**src/rtl/seq_tx_pkg.sv**
```systemverilog
// Shared definitions for the serial pattern transmitter: FSM state encoding,
// default sizing constants and the pass-length clamp helper.
package seq_tx_pkg;

  localparam int PAT_W_DEF = 8;
  localparam int LEN_W_DEF = 4;
  localparam int CNT_W_DEF = 4;

  typedef enum logic [1:0] {
    ST_IDLE  = 2'd0,
    ST_SHIFT = 2'd1,
    ST_DONE  = 2'd2
  } tx_state_t;

  // Requested lengths beyond the pattern register are clamped to its width.
  function automatic int unsigned clampLen(input int unsigned len, input int unsigned patW);
    return (len > patW) ? patW : len;
  endfunction

endpackage

```
**src/rtl/seq_tx_shreg.sv**
```systemverilog
// Pattern storage and bit sequencing for seq_pattern_tx.
// Holds the captured pattern, the bit-index down-counter and the bit mux.
// o_next_bit is the bit that will be presented after this edge's
// load/advance, so the top can register it straight into dout.
// Build option SEQ_TX_PARITY_EN appends an even-parity bit to every pass.
module seq_tx_shreg
  import seq_tx_pkg::*;
#(
  parameter int PAT_W = PAT_W_DEF,
  parameter int LEN_W = LEN_W_DEF
) (
  input  logic             clk,
  input  logic             rst,
  input  logic             i_load,
  input  logic [PAT_W-1:0] i_pattern,
  input  logic [LEN_W-1:0] i_eff_len,
  input  logic             i_advance,
  output logic             o_next_bit,
  output logic             o_pass_end
);

  logic [PAT_W-1:0] r_pattern;
  logic [LEN_W-1:0] r_eff_len;
  logic [LEN_W-1:0] r_idx;

  logic [PAT_W-1:0] w_pattern_nxt;
  logic [LEN_W-1:0] w_idx_nxt;
  logic [LEN_W-1:0] w_reload_idx;
  logic [PAT_W-1:0] w_shifted;
  logic             w_last_data;

  assign w_reload_idx = r_eff_len - LEN_W'(1);
  assign w_last_data  = (r_idx == '0);

`ifdef SEQ_TX_PARITY_EN
  logic             r_par_phase;
  logic             r_parity;
  logic             w_par_phase_nxt;
  logic             w_parity_nxt;
  logic [PAT_W-1:0] w_mask;

  assign w_mask = (PAT_W'(1) << i_eff_len) - PAT_W'(1);

  // Next pattern/index/parity-phase given a load or a consumed bit.
  always_comb begin
    w_pattern_nxt   = r_pattern;
    w_idx_nxt       = r_idx;
    w_par_phase_nxt = r_par_phase;
    w_parity_nxt    = r_parity;
    if (i_load) begin
      w_pattern_nxt   = i_pattern;
      w_idx_nxt       = i_eff_len - LEN_W'(1);
      w_par_phase_nxt = 1'b0;
      w_parity_nxt    = ^(i_pattern & w_mask);
    end else if (i_advance) begin
      if (r_par_phase) begin
        w_par_phase_nxt = 1'b0;
        w_idx_nxt       = w_reload_idx;
      end else if (w_last_data) begin
        w_par_phase_nxt = 1'b1;
      end else begin
        w_idx_nxt = r_idx - LEN_W'(1);
      end
    end
  end

  assign w_shifted  = w_pattern_nxt >> w_idx_nxt;
  assign o_next_bit = w_par_phase_nxt ? w_parity_nxt : w_shifted[0];
  assign o_pass_end = r_par_phase;

  // Parity state registers.
  always_ff @(posedge clk or negedge rst) begin
    if (!rst) begin
      r_par_phase <= 1'b0;
      r_parity    <= 1'b0;
    end else begin
      r_par_phase <= w_par_phase_nxt;
      r_parity    <= w_parity_nxt;
    end
  end
`else
  // Next pattern/index given a load or a consumed bit.
  always_comb begin
    w_pattern_nxt = r_pattern;
    w_idx_nxt     = r_idx;
    if (i_load) begin
      w_pattern_nxt = i_pattern;
      w_idx_nxt     = i_eff_len - LEN_W'(1);
    end else if (i_advance) begin
      if (w_last_data) begin
        w_idx_nxt = w_reload_idx;
      end else begin
        w_idx_nxt = r_idx - LEN_W'(1);
      end
    end
  end

  assign w_shifted  = w_pattern_nxt >> w_idx_nxt;
  assign o_next_bit = w_shifted[0];
  assign o_pass_end = w_last_data;
`endif

  // Pattern, window length and bit-index registers.
  always_ff @(posedge clk or negedge rst) begin
    if (!rst) begin
      r_pattern <= '0;
      r_eff_len <= '0;
      r_idx     <= '0;
    end else begin
      r_pattern <= w_pattern_nxt;
      r_idx     <= w_idx_nxt;
      if (i_load) begin
        r_eff_len <= i_eff_len;
      end
    end
  end

endmodule

```
**src/rtl/seq_pattern_tx.sv**
```systemverilog
// Serial bit-pattern transmitter: shifts the low len bits of a captured
// pattern out MSB first, rpt+1 times back-to-back, with a valid/ready
// handshake and a one-cycle done pulse. All outputs are registered.
// Build option SEQ_TX_PARITY_EN adds an even-parity bit after each pass.
module seq_pattern_tx
  import seq_tx_pkg::*;
#(
  parameter int PAT_W = PAT_W_DEF,
  parameter int LEN_W = LEN_W_DEF,
  parameter int CNT_W = CNT_W_DEF
) (
  input  logic             clk,
  input  logic             rst,
  input  logic             i_start,
  input  logic [PAT_W-1:0] i_pattern,
  input  logic [LEN_W-1:0] i_len,
  input  logic [CNT_W-1:0] i_rpt,
  input  logic             i_abort,
  input  logic             i_ready,
  output logic             o_dout,
  output logic             o_dout_valid,
  output logic             o_busy,
  output logic             o_done
);

  tx_state_t        r_state;
  logic [CNT_W:0]   r_passes;
  logic             r_dout;
  logic             r_dout_valid;
  logic             r_busy;
  logic             r_done;

  logic [LEN_W-1:0] w_eff_len;
  logic             w_accept;
  logic             w_consume;
  logic             w_next_bit;
  logic             w_pass_end;

  assign w_eff_len = LEN_W'(clampLen(32'(i_len), PAT_W));
  assign w_accept  = (r_state == ST_IDLE) && i_start && !i_abort;
  assign w_consume = (r_state == ST_SHIFT) && i_ready && !i_abort;

  seq_tx_shreg #(
    .PAT_W(PAT_W),
    .LEN_W(LEN_W)
  ) u_shreg (
    .clk       (clk),
    .rst       (rst),
    .i_load    (w_accept),
    .i_pattern (i_pattern),
    .i_eff_len (w_eff_len),
    .i_advance (w_consume),
    .o_next_bit(w_next_bit),
    .o_pass_end(w_pass_end)
  );

  // Transfer FSM with pass counter and registered handshake outputs.
  always_ff @(posedge clk or negedge rst) begin
    if (!rst) begin
      r_state      <= ST_IDLE;
      r_passes     <= '0;
      r_dout       <= 1'b0;
      r_dout_valid <= 1'b0;
      r_busy       <= 1'b0;
      r_done       <= 1'b0;
    end else begin
      case (r_state)
        ST_IDLE: begin
          r_dout       <= 1'b0;
          r_dout_valid <= 1'b0;
          r_busy       <= 1'b0;
          r_done       <= 1'b0;
          if (w_accept) begin
            r_passes <= {1'b0, i_rpt} + (CNT_W+1)'(1);
            r_busy   <= 1'b1;
            if (w_eff_len == '0) begin
              r_state <= ST_DONE;
              r_done  <= 1'b1;
            end else begin
              r_state      <= ST_SHIFT;
              r_dout_valid <= 1'b1;
              r_dout       <= w_next_bit;
            end
          end
        end
        ST_SHIFT: begin
          if (i_abort) begin
            r_state      <= ST_IDLE;
            r_dout       <= 1'b0;
            r_dout_valid <= 1'b0;
            r_busy       <= 1'b0;
            r_done       <= 1'b0;
          end else if (i_ready) begin
            if (w_pass_end && (r_passes == (CNT_W+1)'(1))) begin
              r_state      <= ST_DONE;
              r_dout       <= 1'b0;
              r_dout_valid <= 1'b0;
              r_done       <= 1'b1;
            end else begin
              if (w_pass_end) begin
                r_passes <= r_passes - (CNT_W+1)'(1);
              end
              r_dout <= w_next_bit;
            end
          end
        end
        ST_DONE: begin
          r_state      <= ST_IDLE;
          r_dout       <= 1'b0;
          r_dout_valid <= 1'b0;
          r_busy       <= 1'b0;
          r_done       <= 1'b0;
        end
        default: begin
          r_state      <= ST_IDLE;
          r_dout       <= 1'b0;
          r_dout_valid <= 1'b0;
          r_busy       <= 1'b0;
          r_done       <= 1'b0;
        end
      endcase
    end
  end

  assign o_dout       = r_dout;
  assign o_dout_valid = r_dout_valid;
  assign o_busy       = r_busy;
  assign o_done       = r_done;

endmodule
```
**config.mk**
```make
export PLATFORM = sky130hd
export DESIGN_NAME = seq_pattern_tx
export DESIGN_NICKNAME = d
export VERILOG_FILES = /design/src/rtl/seq_tx_pkg.sv /design/src/rtl/seq_tx_shreg.sv /design/src/rtl/seq_pattern_tx.sv
export SDC_FILE = /design/constraint.sdc
export NUM_CORES = 1
export LEC_CHECK = 0
export BUFFER_PORTS_ARGS = -buffer_cell sky130_fd_sc_hd__buf_2
export CELL_PAD_IN_SITES_DETAIL_PLACEMENT = 0
export CELL_PAD_IN_SITES_GLOBAL_PLACEMENT = 1
export CORE_MARGIN = 4
export CORE_UTILIZATION = 44
export CTS_CLUSTER_SIZE = 28
export DETAILED_ROUTE_END_ITERATION = 8
export PLACE_DENSITY = 0.8
export SLEW_MARGIN = 20
export SYNTH_ARGS = -nofsm -noshare
export SYNTH_HDL_FRONTEND = slang
export SYNTH_HIERARCHICAL = 1
export SYNTH_SLANG_ARGS = --single-unit
```
**constraint.sdc**
```tcl
create_clock -name clk -period 3.32 [get_ports clk]
set_clock_uncertainty 0.15 [all_clocks]
set_input_delay 0.166 -clock clk [delete_from_list [all_inputs] [get_ports clk]]
set_output_delay 0.166 -clock clk [all_outputs]
set_load 0.02 [all_outputs]
```
==> results.md <==
* Max Freq at 340 MHz
* Root Buffer: clkbuf_4
* Clock tree sinks at 27
* Synth area leader: dfrtp_1
* GP Congestion at 0.797
* Worst slew pin tran at 0.582 ns
* P&R area growth vs syn at 18.4%
* Synth Warn # at 6
* Top cell by count, worst path: mux2i_1
* WS Path Type: flop to flop
* Wire per inst at 13.7 um
* CP Capture Type: flop
* DP HPWL at 2420 um
* # nets final at 210
* Number of global-route vias before repair at 1232
* Final hold violation count at 0
* Peak VDD IR at 0.300 mV
* Critical Path RT at 3.39 ns
* Inserted Diodes at 0
* Setup Slack @ Placement at 0.399 ns
* Row Count at 21
* Seq cells post-synth at 27
* # Post-CTS Setup Buffers at 0
* Syn Nets at 174
* Slowest Stage Delay on Critical Path at 0.62 ns
* Leakage power at 0.861 nW
* Post-Syn Area at 1590 sq um
* Placeable Area at 3420 sq um
* Die area at 4640 sq um
* DRC errors left at 0
* Final setup TNS at 0 ns
* Yosys top cell area share at 42.5%
* CP Max Fanout at 23
* Most common cell in the synthesized netlist: dfrtp_1
* Type of origin of the critical path: flop
* Reg clk slew, reported paths at 0.14 ns
* Initial Utilization at 46.5%
* Final core utilization at 55.1%
* Worst hold path class: primary input to flop
* CP max-delay cell: or4b_4
* Share of synthesized registers carrying an async set or reset at 100%
* Layout cells sized above 1 at 27.7%
* Post-synth EDFFs at 0
* Syn Area/Cell at 10.7 sq um
* Clk_lat worst skew at 0.33 ns
* Final period util at 88.6%
* Syn Inst Count at 149
* Pre-antenna DRT Iters at 4
* Iter 0 DRT Violations at 35
* Max cap viols at 0
* Via/cell ratio at 5.26
* Cell family with most CP delay: simple AND/OR/NAND/NOR gates
* FILL cells at 312
* RSZ-0062 raised after global routing: false
* Top_reg_cell synth: dfrtp_1
* Final setup vio count at 0
* Power Dens Cells at 506 nW/um^2
* H-tree depth at 1
* Crit-path cells: or4b_4, clkinv_4, nand2_1, a311oi_4, mux2i_1, mux2i_1, mux2i_1, nor2_2, nor2b_1, o21ai_0, a21boi_1
* Fin crit period at 2.94 ns
* I/O Buffers at 24
* First-pass GRT wire length at 5490 um
* Total Routing Usage GR at 15.5%
* Chip width at 68.1 um
* Num CTS Buffers at 3
* Post-route ant nets at 0
* Initial antenna violation count at 0
* Pin count of the biggest net entering global routing at 28
* Gr ovfl total at 0
* WP data arrival at 3.01 ns
* Crit path buf inv count at 1
* CTS tree: yes
* Outcome: finished clean
* DIE HEIGHT at 68.1 um
* Vias at 1210
* Relative slew slack at 61.2%
* Netlist cell types at 42
* CTS max path bufs at 2
* Slew Limit Fails at 0
* Sequential share of the synthesized area at 42.5%
* Setup ws final at 0.378 ns
* Drt total wl at 3150 um
* Leading post-synthesis cells by cell area: dfrtp_1 43%, mux2_2 8.5%, mux2i_1 4.4%
* Most common library cells after synthesis: 27 x dfrtp_1, 12 x a21oi_1, 12 x mux2_2
* Io pins at 25
## cells by family after synthesis
kind of cell / count (synthesis) / share of synthesized area, %
AO/OA/AOI/OAI: 31 / 15.2
XOR/XNOR: 6 / 3.31
adder cells (fa/ha/maj): 4 / 3.15
buffers and inverters: 12 / 3.62
flip-flops: 27 / 42.5
multiplexers: 19 / 12.9
AND/OR/NAND/NOR: 50 / 19.3
## worst paths after layout
kind                                  from              endpoint  slack, ns  depth (start not counted)
worst max-delay path            r_state[0]                o_dout       0.38                         11
min in group asynchronous              rst  u_shreg/r_eff_len[0]       0.21                          2
max in group asynchronous              rst      u_shreg/r_idx[2]       2.44                          2
worst min register to register      o_busy                o_busy       0.35                          2
worst max register to register  r_state[0]                o_dout       0.38                         11
worst min-delay path              i_len[3]  u_shreg/r_eff_len[3]       0.02                          2
## state kept, by name, summed over array words and instances (netlist names)
name               flops
o_busy                 1
o_done                 1
o_dout                 1
o_dout_valid           1
r_passes               5
r_state                2
u_shreg/r_eff_len      4
u_shreg/r_idx          4
u_shreg/r_pattern      8
## per-stage QoR
step | instance area [sq um] | std cells | total power, mW | hold slack (ns)
6_report | 1880 | 230 | 0.953 | 0.0189
2_1_floorplan | 1590 | 149 | 0.723 | -0.280
4_1_cts | 1880 | 230 | 0.965 | 0.00796
3_3_place_gp | 1750 | 216 | 0.800 | 0.0581
3_5_place_dp | 1750 | 216 | 0.811 | 0.0595
5_1_grt | 1880 | 230 | 1.03 | 0.0105
## worst reg2reg max path, delay by kind of cell (launching register included)
| kind | cells | cell delay [ns] |
|---|---|---|
| flops | 1 | 0.43 |
| buf+inv | 1 | 0.19 |
| mux | 3 | 0.55 |
| simple gates | 4 | 0.92 |
| compound gates | 3 | 0.61 |
## report_power, final
group	switching [mW]	total [mW]	internal [mW]
clock network	0.0970	0.143	0.0461
registers	0.0736	0.479	0.405
logic	0.160	0.331	0.171
total	0.331	0.953	0.622
## routing by layer
metal / share of wire [%] / GRT usage [%] / up-vias
met5: 0 / 0 / -
met4: 0.44 / 2.23 / 0
met3: 4.3 / 4.11 / 2
met2: 49 / 26.7 / 27
met1: 47 / 19.8 / 574
li1: - / - / 607
## area by class of cell
| cell class | instances | area [sq um] | area share, % |
|---|---|---|---|
| multi-input cells | 110 | 856 | 45.5 |
| flip-flops and latches | 27 | 676 | 35.9 |
| repair buffers | 35 | 228 | 12.1 |
| well taps | 46 | 57.6 | 3.06 |
| inverters | 8 | 35.0 | 1.86 |
| clock buffers | 3 | 22.5 | 1.20 |
| clock inverters | 1 | 7.51 | 0.399 |
## repair_timing
item | in CTS | in global routing
hold buffers | 10 | 0
gates resized for setup | 0 | 0
endpoints found under the setup margin | 0 | 0
endpoints found under the hold margin | 36 | 0
## cells in the final DEF (no fill, tap or decap), types with 2 or more instances in the layout
cell type      Yosys  final
mux2_2            12     12
or4b_4             2      2
a21oi_1           12     12
nor2_1             6      6
nand2b_1           3      3
ha_1               4      4
inv_1              7      7
xnor2_1            3      3
dlygate4sd3_1      0     10
nor4_1             2      2
xor2_1             3      3
o21ai_0            6      6
dfrtp_1           27     27
nand3_1            5      5
mux2i_1            7      7
buf_2              0     24
nor2b_1            8      8
clkbuf_4           0      3
nor3_1             6      6
nand2_1            9      9
(Power assumes the default switching activity.)
